`config.mk`:
```
export PLATFORM = sky130hd
export DESIGN_NAME = conv_frame_sequencer_flat
export DESIGN_NICKNAME = d
export VERILOG_FILES = /design/src/rtl/conv_frame_sequencer_if.sv /design/src/rtl/conv_frame_sequencer.sv /design/src/flat_wrapper.sv
export SDC_FILE = /design/constraint.sdc
export NUM_CORES = 1
export LEC_CHECK = 0
export ABC_AREA = 1
export BUFFER_PORTS_ARGS = -buffer_cell sky130_fd_sc_hd__buf_2
export CORE_MARGIN = 4
export CORE_UTILIZATION = 30
export CTS_CLUSTER_SIZE = 10
export DETAILED_ROUTE_END_ITERATION = 10
export GPL_TIMING_DRIVEN = 1
export PLACE_DENSITY = 0.46
export SYNTH_ARGS = -nofsm -noshare
export SYNTH_HDL_FRONTEND = slang
export SYNTH_SLANG_ARGS = --single-unit
```
`constraint.sdc`:
```
create_clock -name clk -period 1.6 [get_ports clk]
set_input_delay 0.08 -clock clk [delete_from_list [all_inputs] [get_ports clk]]
set_output_delay 0.08 -clock clk [all_outputs]
set_load 0.03 [all_outputs]
```
`src/rtl/conv_frame_sequencer_if.sv`:
```
//------------------------------------------------------------------------------
// Module : conv_frame_sequencer_if
// Brief  : Source stream, datapath control and result stream of the sequencer.
// Rev    : 1.0  initial release
//------------------------------------------------------------------------------
`default_nettype none

interface conv_frame_sequencer_if #(
    parameter int ROW_SIZE = 540,
    parameter int COL_SIZE = 540
);
    logic                        s_valid;
    logic                        s_ready;
    logic                        dp_en;
    logic                        dp_pad;
    logic                        dp_clr;
    logic                        m_valid;
    logic                        m_ready;
    logic [$clog2(COL_SIZE)-1:0] m_row;
    logic [$clog2(ROW_SIZE)-1:0] m_col;
    logic                        m_border;
    logic                        m_last;

    // master: the sequencer; slave: pixel source, datapath and result sink
    modport master (
        input  s_valid, m_ready,
        output s_ready, dp_en, dp_pad, dp_clr, m_valid, m_row, m_col, m_border, m_last
    );

    modport slave (
        output s_valid, m_ready,
        input  s_ready, dp_en, dp_pad, dp_clr, m_valid, m_row, m_col, m_border, m_last
    );
endinterface

`default_nettype wire

```
`src/rtl/conv_frame_sequencer.sv`:
```
//------------------------------------------------------------------------------
// Module : conv_frame_sequencer
// Brief  : Frame controller for the 3x3 Laplacian datapath: gates pixels in,
//          pads the tail to flush the pipe, tags each result with its position.
// Rev    : 1.0  initial release
//------------------------------------------------------------------------------
`default_nettype none

module conv_frame_sequencer #(
    parameter int ROW_SIZE = 540,
    parameter int COL_SIZE = 540,
    parameter int DP_LAT   = 3
) (
    input  wire logic              clk,
    input  wire logic              rst_n,
    input  wire logic              start,
    input  wire logic              abort,
    output logic                   busy,
    output logic                   done,
    conv_frame_sequencer_if.master bus
);

    localparam int c_N     = ROW_SIZE * COL_SIZE;
    localparam int c_LAT   = ROW_SIZE + 1 + DP_LAT;
    localparam int c_CNT_W = $clog2(c_N + c_LAT + 1);
    localparam int c_ROW_W = $clog2(COL_SIZE);
    localparam int c_COL_W = $clog2(ROW_SIZE);

    localparam logic [c_CNT_W-1:0] c_LAT_V    = c_CNT_W'(c_LAT);
    localparam logic [c_CNT_W-1:0] c_LAST_PIX = c_CNT_W'(c_N - 1);
    localparam logic [c_CNT_W-1:0] c_TOTAL    = c_CNT_W'(c_N + c_LAT);
    localparam logic [c_ROW_W-1:0] c_ROW_LAST = c_ROW_W'(COL_SIZE - 1);
    localparam logic [c_COL_W-1:0] c_COL_LAST = c_COL_W'(ROW_SIZE - 1);

    typedef enum logic [2:0] {
        ST_IDLE  = 3'd0,
        ST_CLEAR = 3'd1,
        ST_RUN   = 3'd2,
        ST_FLUSH = 3'd3,
        ST_DONE  = 3'd4
    } state_t;

    state_t               r_state;
    state_t               w_next;
    logic [c_CNT_W-1:0]   r_adv_cnt;
    logic [c_CNT_W-1:0]   r_in_cnt;
    logic                 r_m_valid;
    logic [c_ROW_W-1:0]   r_row;
    logic [c_COL_W-1:0]   r_col;

    logic w_stall;
    logic w_flush_act;
    logic w_adv;
    logic w_accept;
    logic w_last;
    logic w_res_hs;

    assign w_stall     = r_m_valid & ~bus.m_ready;
    // FLUSH stays entered until the last result drains, but pads only LAT times
    assign w_flush_act = (r_state == ST_FLUSH) && (r_adv_cnt < c_TOTAL);
    assign w_adv       = ~w_stall & (((r_state == ST_RUN) & bus.s_valid) | w_flush_act);
    assign w_accept    = w_adv & (r_state == ST_RUN);
    assign w_last      = r_m_valid && (r_row == c_ROW_LAST) && (r_col == c_COL_LAST);
    assign w_res_hs    = r_m_valid & bus.m_ready & w_last;

    always_ff @(posedge clk or negedge rst_n) begin
        if (!rst_n) begin
            r_state <= ST_IDLE;
        end else begin
            r_state <= w_next;
        end
    end

    always_comb begin
        w_next     = r_state;
        busy       = (r_state != ST_IDLE);
        done       = (r_state == ST_DONE);
        bus.dp_clr = (r_state == ST_CLEAR);
        bus.s_ready = (r_state == ST_RUN) & ~w_stall;
        bus.dp_en  = w_adv;
        bus.dp_pad = w_flush_act;
        case (r_state)
            ST_IDLE:  if (start) w_next = ST_CLEAR;
            ST_CLEAR: w_next = ST_RUN;
            ST_RUN:   if (w_accept && (r_in_cnt == c_LAST_PIX)) w_next = ST_FLUSH;
            ST_FLUSH: if (w_res_hs) w_next = ST_DONE;
            ST_DONE:  w_next = ST_IDLE;
            default:  w_next = ST_IDLE;
        endcase
        if (abort) w_next = ST_IDLE;
    end

    always_ff @(posedge clk or negedge rst_n) begin
        if (!rst_n) begin
            r_adv_cnt <= '0;
            r_in_cnt  <= '0;
            r_m_valid <= 1'b0;
            r_row     <= '0;
            r_col     <= '0;
        end else if (abort || (r_state == ST_CLEAR) || (r_state == ST_DONE)) begin
            r_adv_cnt <= '0;
            r_in_cnt  <= '0;
            r_m_valid <= 1'b0;
            r_row     <= '0;
            r_col     <= '0;
        end else begin
            if (w_adv) begin
                r_adv_cnt <= r_adv_cnt + 1'b1;
                r_m_valid <= (r_adv_cnt >= c_LAT_V);
                // first result sits at (0,0); each later one steps raster position
                if (r_adv_cnt > c_LAT_V) begin
                    if (r_col == c_COL_LAST) begin
                        r_col <= '0;
                        r_row <= (r_row == c_ROW_LAST) ? '0 : r_row + 1'b1;
                    end else begin
                        r_col <= r_col + 1'b1;
                    end
                end
            end else if (bus.m_ready) begin
                r_m_valid <= 1'b0;
            end
            if (w_accept) begin
                r_in_cnt <= r_in_cnt + 1'b1;
            end
        end
    end

    assign bus.m_valid  = r_m_valid;
    assign bus.m_row    = r_row;
    assign bus.m_col    = r_col;
    assign bus.m_last   = w_last;
    assign bus.m_border = r_m_valid && ((r_row == '0) || (r_row == c_ROW_LAST) ||
                                        (r_col == '0) || (r_col == c_COL_LAST));

endmodule

`default_nettype wire

```
`src/flat_wrapper.sv`:
```
// flat-port wrapper written by rule: the top's interface ports become plain ports
module conv_frame_sequencer_flat 
#(
    parameter int ROW_SIZE = 540,
    parameter int COL_SIZE = 540,
    parameter int DP_LAT   = 3
)
  (clk, rst_n, start, abort, busy, done, bus_s_valid, bus_m_ready, bus_s_ready, bus_dp_en, bus_dp_pad, bus_dp_clr, bus_m_valid, bus_m_row, bus_m_col, bus_m_border, bus_m_last);
  conv_frame_sequencer_if #(.ROW_SIZE(ROW_SIZE), .COL_SIZE(COL_SIZE)) bus_i ();
  input  wire logic clk;
  input  wire logic rst_n;
  input  wire logic start;
  input  wire logic abort;
  output logic busy;
  output logic done;
  input wire logic [$bits(bus_i.s_valid)-1:0] bus_s_valid;
  input wire logic [$bits(bus_i.m_ready)-1:0] bus_m_ready;
  output wire logic [$bits(bus_i.s_ready)-1:0] bus_s_ready;
  output wire logic [$bits(bus_i.dp_en)-1:0] bus_dp_en;
  output wire logic [$bits(bus_i.dp_pad)-1:0] bus_dp_pad;
  output wire logic [$bits(bus_i.dp_clr)-1:0] bus_dp_clr;
  output wire logic [$bits(bus_i.m_valid)-1:0] bus_m_valid;
  output wire logic [$bits(bus_i.m_row)-1:0] bus_m_row;
  output wire logic [$bits(bus_i.m_col)-1:0] bus_m_col;
  output wire logic [$bits(bus_i.m_border)-1:0] bus_m_border;
  output wire logic [$bits(bus_i.m_last)-1:0] bus_m_last;
  assign bus_i.s_valid = bus_s_valid;
  assign bus_i.m_ready = bus_m_ready;
  assign bus_s_ready = bus_i.s_ready;
  assign bus_dp_en = bus_i.dp_en;
  assign bus_dp_pad = bus_i.dp_pad;
  assign bus_dp_clr = bus_i.dp_clr;
  assign bus_m_valid = bus_i.m_valid;
  assign bus_m_row = bus_i.m_row;
  assign bus_m_col = bus_i.m_col;
  assign bus_m_border = bus_i.m_border;
  assign bus_m_last = bus_i.m_last;
  conv_frame_sequencer #(.ROW_SIZE(ROW_SIZE), .COL_SIZE(COL_SIZE), .DP_LAT(DP_LAT)) u_core (.clk(clk), .rst_n(rst_n), .start(start), .abort(abort), .busy(busy), .done(done), .bus(bus_i));
endmodule
```
==> reports/summary.txt, run 1 <==
Sw Pwr: 2660 uW
Crit end category: register
Fillers: 1283
Final period util: 115%
Status: complete, but fails checks
Total track usage: 18.2%
Clk buf depth: 2
Yosys reg bits: 62
Cell taking the most area after synthesis: dfrtp_1
Post-route antenna net violation count: 0
Cells after synthesis: 605
WL final: 14400 um
Synthesized Nets: 617
CP bufs+invs: 4
# diodes: 0
Worst reg2reg path startpoint: u_core.r_adv_cnt[16]$_DFFE_PN0P_
Max_cap viols: 0
Hold_sp: abort
Worst hold path depth: 4
Post-synthesis cell area: 4090 sq um
Distinct cells, synth: 32
Core ar.: 13300 sq um
Top-area cell type share of the netlist area: 37.9%
Syn_area_per_cell: 6.76 sq um
R2R Path End: u_core.bus.m_col[4]$_DFFE_PN0P_
Die X: 125 um
Clock share of power: 26.7%
Setup ws final: -247 ps
Yosys warns: 0
Largest cells by area after synthesis: dfrtp_1 (38%), nand2_1 (14%), nand3_1 (7.5%)
Ys flop type: dfrtp_1
Pwr/cell area: 1030 nW/um^2
First-pass GRT wire length: 23200 um
Reg2Reg Depth: 13
Combinational power share: 49.2%
Hold worst-path end: u_core.r_state[1]$_DFFE_PN0P_
Initial DRC Count: 346
H-tree levels: 3
Reg clk slew, reported paths: 50 ps
Worst-path fanout max: 5
Total CTS buffers: 9
I/O Buffers: 34
Setup tns final: -7600 ps
Setup-failing EPs final: 49
Drt wl/cell: 14.7 um
Hold crit path type: primary input to register
Worst endpoint data arrival time: 2070 ps
Root buffer cell: clkbuf_16
Sequential element share of the synthesized area: 37.9%
Flop pwr share: 24.1%
Placer Congestion: 0.842
Max Clock Freq: 541 MHz
Worst slew pin tran: 387 ps
RSZ-0062 raised after global routing: yes
Top delay family on crit path: simple AND/OR/NAND/NOR gates
Area Growth Syn to Fin: 69.5%
Total die area: 15600 sq um
Share of cells above drive strength 1: 44.7%
Failing checks: negative setup slack
CP max stage delay: 400 ps
Post-synth EDFFs: 0
Largest net degree at the start of global routing: 63
Std cell rows: 42
Clk Latency, worst-skew pair: 340 ps
Non-Filler Instances: 979
DIE HEIGHT: 125 um
Initial core utilization: 30.8%
Initial DRT Pass Iterations: 6
Sequential Area: 1560 sq um
Worst path slowest cell: dfrtp_1
Reg2reg setup slack: -250 ps
CP cell instances: inv_2, nand2_2, nor2_1, nand2_1, a21oi_2, nand3_4, buf_6, nand3_4, buf_12, nand2_8, buf_12, nand2_4, o21ai_2
Min Tclk post-route: 1850 ps
Post-DP HPWL: 9440 um
IO Count: 35
Switching part of the total: 37.1%
Slew Limit Fails: 0
# DRC: 0
VDD IR max: 0.000713 V
Clock Skews: 5.38 ps
Routed vias/inst: 4.89
Nets@finish: 810
Static leakage: 0.00329 uW
Final hold vios: 0
Internal: 4510 uW
Area of the multi-input gates: 2770 sq um
# clock sinks: 62
Critical Path RT: 1830 ps
Vias in the first global route: 4760
Crit path kind: register to register
Asr flop ratio synth: 100%
Dpl cells: 908
Gr ovfl total: 0
Crit start category: register
DR vias: 4786
Initial antenna violation count: 0
Max_slew headroom: 74.2%
CTS tree: done
[timing repair]
item,CTS,global route
pin swaps,30,53
buffers inserted,31,18
endpoints found under the setup margin,62,63
gates resized for setup,133,90
hold buffers,1,0
gates cloned,6,2
endpoints found under the hold margin,62,0
[flip-flops by register name, summed over array words and instances, names as in the netlist]
name	flops
u_core.r_in_cnt	19
u_core.bus.m_row	10
u_core.bus.m_col	10
u_core.bus.m_valid	1
u_core.r_adv_cnt	19
u_core.r_state	3
[layout make-up]
class	instances	area share, %
tap	176	3.17
timing repair buffer	200	26.0
sequential	62	22.5
clock inverter	3	0.252
inverter	73	4.20
clock buffer	13	3.90
multi-input combinational	452	39.9
[metrics by stage]
stage	hold WS, ps	setup slack, ps	utilization [%]	instance area (sq um)	total power [uW]
2_1_floorplan	-216	4.11	-	4210	2910
3_3_place_gp	135	-177	40.6	5400	3760
3_5_place_dp	134	-203	40.6	5400	3790
4_1_cts	84.9	-202	48.5	6450	6780
5_1_grt	133	-348	52.2	6940	7530
6_report	112	-247	52.2	6940	7170
[kinds of logic (layout without fill, tap and decap cells)]
logic type	Yosys count	count (layout)	share of synthesized area, %
AOI/OAI and AO/OA	59	59	7.49
buffers and inverters	92	289	8.96
DFF	62	62	37.9
and+or+nand+nor	372	373	40.8
adders and majority gates	6	6	1.83
xor gates and xnor gates	14	14	3.00
[worst max path at each step]
stage                                                   to  depth (start not counted)  slack (ps)                        startpoint
after floorplan           u_core.r_adv_cnt[18]$_DFFE_PN0P_                          8           4     u_core.r_state[2]$_DFFE_PN0P_
after global placement     u_core.bus.m_row[6]$_DFFE_PN0P_                          9        -180     u_core.r_state[0]$_DFFE_PN0P_
after detailed placement   u_core.bus.m_row[6]$_DFFE_PN0P_                          9        -200     u_core.r_state[0]$_DFFE_PN0P_
after CTS                                     bus_m_border                          8        -200   u_core.bus.m_col[0]$_DFFE_PN0P_
after global routing       u_core.bus.m_col[4]$_DFFE_PN0P_                         13        -350  u_core.r_adv_cnt[15]$_DFFE_PN0P_
final                      u_core.bus.m_col[4]$_DFFE_PN0P_                         13        -250  u_core.r_adv_cnt[16]$_DFFE_PN0P_
[placed cells by master, fill, tap and decap left out, types with 3 or more instances in the layout]
master	n
buf_16	4
inv_2	15
buf_2	28
buf_4	125
a21oi_1	9
nand3_1	51
clkbuf_8	3
nand3_4	5
o21ai_0	9
clkbuf_16	11
a21oi_2	5
nor3_1	17
dfrtp_2	9
buf_6	24
buf_8	7
buf_12	9
nor2_2	9
xor2_1	12
nor2_4	5
o21ai_2	20
nand2_8	3
nor3_4	4
nand2_2	31
nor2_1	67
nand3_2	7
nand2_4	14
dfrtp_1	53
nand2_1	103
inv_1	55
nand4_1	42
o21ai_1	11
nor3_2	6
[routing by layer]
metal  track usage [%]  wire [um]  vias to the layer above
li1                  -          -                     2400
met2              30.8       7140                       82
met4              4.38        168                        0
met5                 0          0                        -
met3              4.55        575                       15
met1              23.2       6490                     2289
[synthesized netlist by cell type (2+ instances only)]
cell type and count:
nand3_1 61, dfrtp_1 62, and2_1 2, clkbuf_1 6
ha_1 6, xor2_1 12, o21ai_1 7, nand2_1 149
inv_1 71, nand4_1 42, xnor2_1 2, nor3_1 25
buf_4 2, inv_2 2, nand2_2 2, o21ai_0 34
buf_2 11, nor4_1 2, nor2_1 81, a21oi_1 14
[worst register-to-register path: cells and delay by family (launching register included)]
family | cells | cell delay [ps]
AO/OA/AOI/OAI | 2 | 250
flip-flops | 1 | 400
buffers and inverters | 4 | 500
AND/OR/NAND/NOR | 7 | 560
[power groups by stage]
stage	clock, uW	combinational [uW]	sequential (uW)
2_1_floorplan	0	1030	1880
3_3_place_gp	0	2020	1740
3_5_place_dp	0	2040	1750
4_1_cts	1970	3080	1730
5_1_grt	2050	3750	1740
6_report	1910	3530	1730
(Power assumes the default switching activity.)
==> run 2, diff against run 1 <==
--- a/config.mk
+++ b/config.mk
@@ -5,14 +5,14 @@
 export SDC_FILE = /design/constraint.sdc
 export NUM_CORES = 1
 export LEC_CHECK = 0
-export ABC_AREA = 1
+export ABC_AREA = 0
 export BUFFER_PORTS_ARGS = -buffer_cell sky130_fd_sc_hd__buf_2
 export CORE_MARGIN = 4
 export CORE_UTILIZATION = 30
 export CTS_CLUSTER_SIZE = 10
 export DETAILED_ROUTE_END_ITERATION = 10
 export GPL_TIMING_DRIVEN = 1
-export PLACE_DENSITY = 0.46
+export PLACE_DENSITY = 0.47
 export SYNTH_ARGS = -nofsm -noshare
 export SYNTH_HDL_FRONTEND = slang
 export SYNTH_SLANG_ARGS = --single-unit
==> reports/summary.txt, run 2 <==
Status: complete, but fails checks
Failing checks: negative setup slack
Largest net degree at the start of global routing: 37
Beginning of the critical path: u_core.r_adv_cnt[17]$_DFFE_PN0P_
Crit path kind: register to register
Max_slew headroom: 74.0%
I/O Buffers: 34
Regs by FF count: u_core.r_adv_cnt: 19 flops, u_core.r_in_cnt: 19 flops
Sequential element share of the synthesized area: 40.8%
Initial DRT Pass Iterations: 4
# clock sinks: 62
Clock Skews: 9.61 ps
Syn_area_per_cell: 8.87 sq um
Largest cells by area after synthesis: dfrtp_1 (41%), a21oi_1 (5.1%), o31ai_1 (3.8%)
DR vias: 4262
Post-synth EDFFs: 0
H-tree levels: 3
Hold crit path type: primary input to asynchronous set/reset pin
Placer Congestion: 0.831
Most frequent cells in the layout: buf_4 (143), dfrtp_1 (58), nand2_1 (27), buf_2 (27), buf_6 (27)
Worst reg2reg path startpoint: u_core.r_adv_cnt[17]$_DFFE_PN0P_
Setup tns final: -35500 ps
Crit end category: register
Post-synthesis cell area: 3800 sq um
RSZ-0062 raised after global routing: yes
Reg2Reg Depth: 7
# DRC: 0
Worst-path fanout max: 5
Distinct cells, synth: 54
Reg2reg setup slack: -800 ps
Post-DP Area: 5290 sq um
Area Growth Syn to Fin: 77.4%
Fillers: 1112
Synthesized Nets: 441
# diodes: 0
Max Clock Freq: 416 MHz
Post-synth top cells: dfrtp_1 (62), a21oi_1 (39), nand2_1 (29)
Worst slew pin tran: 386 ps
Design area: 6750 sq um
Most common cell in the netlist: dfrtp_1
Initial DRC Count: 207
Total CTS buffers: 9
Post-DP HPWL: 8640 um
Reg clk slew, reported paths: 50 ps
Share of cells above drive strength 1: 54.5%
Crit start category: register
Commonest non-fill, non-tap cell in the layout: buf_4
Cell taking the most area after synthesis: dfrtp_1
Clk buf depth: 2
Total die area: 14500 sq um
Initial antenna violation count: 0
Worst endpoint data arrival time: 2620 ps
Critical Path RT: 1820 ps
Routed vias/inst: 5.32
CTS tree: done
Asr flop ratio synth: 100%
Gr ovfl total: 0
Final core utilization: 55.3%
Vias in the first global route: 4303
Nets@finish: 641
First-pass GRT wire length: 21900 um
Ys flop type: dfrtp_1
Root buffer cell: clkbuf_16
Total track usage: 18.7%
Setup-failing EPs final: 67
Pre-CTS WS: -773 ps
Sequential Area: 1560 sq um
Std cell rows: 40
Area of the multi-input gates: 2760 sq um
Initial core utilization: 31.1%
Slew Limit Fails: 0
Yosys warns: 0
Pwr/cell area: 646 nW/um^2
Cells after synthesis: 429
DIE HEIGHT: 121 um
Setup ws final: -804 ps
Static leakage: 0.00293 uW
Die X: 121 um
Top-area cell type share of the netlist area: 40.8%
R2R Path End: u_core.bus.m_row[6]$_DFFE_PN0P_
Min Tclk post-route: 2400 ps
Hold slack: 102 ps
IO Count: 35
WL final: 13200 um
Final period util: 150%
Drt wl/cell: 16.4 um
Core ar.: 12200 sq um
Yosys reg bits: 62
Final hold vios: 0
Max_cap viols: 0
VDD IR max: 0.000361 V
Post-route antenna net violation count: 0
Clk Latency, worst-skew pair: 330 ps
-- run 2: cell count changes in the layout (fill, tap and decap cells not counted), sizes merged, moves of 20 or more --
cell	previous run	this run
or4	0	20
inv	72	13
nand4	42	19
o21ai	41	14
nor2	81	28
nand2	151	29
a21oi	14	39
nand3	63	15
-- run 2: how the worst max path moves through the flow --
stage / endpoint / slack [ps] / depth (start not counted)
2_1_floorplan: u_core.bus.m_col[2]$_DFFE_PN0P_ / -610 / 6
3_3_place_gp: u_core.bus.m_row[6]$_DFFE_PN0P_ / -750 / 6
3_5_place_dp: u_core.bus.m_col[2]$_DFFE_PN0P_ / -770 / 6
4_1_cts: u_core.bus.m_col[2]$_DFFE_PN0P_ / -770 / 7
5_1_grt: u_core.bus.m_row[8]$_DFFE_PN0P_ / -830 / 8
6_report: u_core.bus.m_row[6]$_DFFE_PN0P_ / -800 / 7
-- run 2: final cells by class --
cell class	count	area share, %
Sequential cell	62	23.1
Timing Repair inverter	1	0.167
Tap cell	168	3.11
Timing Repair Buffer	216	28.1
Clock inverter	1	0.0742
Clock buffer	14	3.91
Inverter	12	0.742
Multi-Input combinational cell	327	40.8
-- run 2: logic make-up (layout without fill, tap and decap cells) --
logic type               Yosys count  count (layout)  synth area share (%)
buffers and inverters             40             244                  4.47
flip-flops                        62              62                  40.8
XOR/XNOR                          15              15                  3.45
AO/OA/AOI/OAI                    115             115                  20.2
AND/OR/NAND/NOR                  191             191                  29.1
adder cells (fa/ha/maj)            6               6                  1.97
-- run 2: critical path: stages (launching register included) --
cell	delay (ps)
dfrtp_1	390
or4_4	550
or4_4	470
o211ai_4	260
buf_8	190
buf_12	130
nor3_2	40
a311oi_1	270
-- run 2: where the power goes --
part           switching [uW]  internal (uW)  total, uW
Clock                     672           1120       1790
Sequential               12.3           1590       1600
Combinational             487            480        967
Total                    1170           3190       4360
-- run 2: timing repair --
item | CTS | global route
gates resized for setup | 96 | 66
setup buffers | 34 | 9
gates cloned | 5 | 0
pin swaps | 50 | 38
endpoints found under the setup margin | 66 | 70
hold buffers | 1 | 0
hold endpoints to repair | 52 | 0
-- run 2: metal layers --
metal	vias to the layer above	track usage [%]	wire [um]
li1	2051	-	-
met1	2101	24.7	5940
met2	94	31.1	6500
met3	16	3.93	546
met4	0	5.10	188
met5	-	0	0
-- run 2: per-stage QoR --
step | total power (uW) | cells
2_1_floorplan | 1960 | 429
3_3_place_gp | 2200 | 739
3_5_place_dp | 2200 | 739
4_1_cts | 4340 | 794
5_1_grt | 4540 | 801
6_report | 4360 | 801
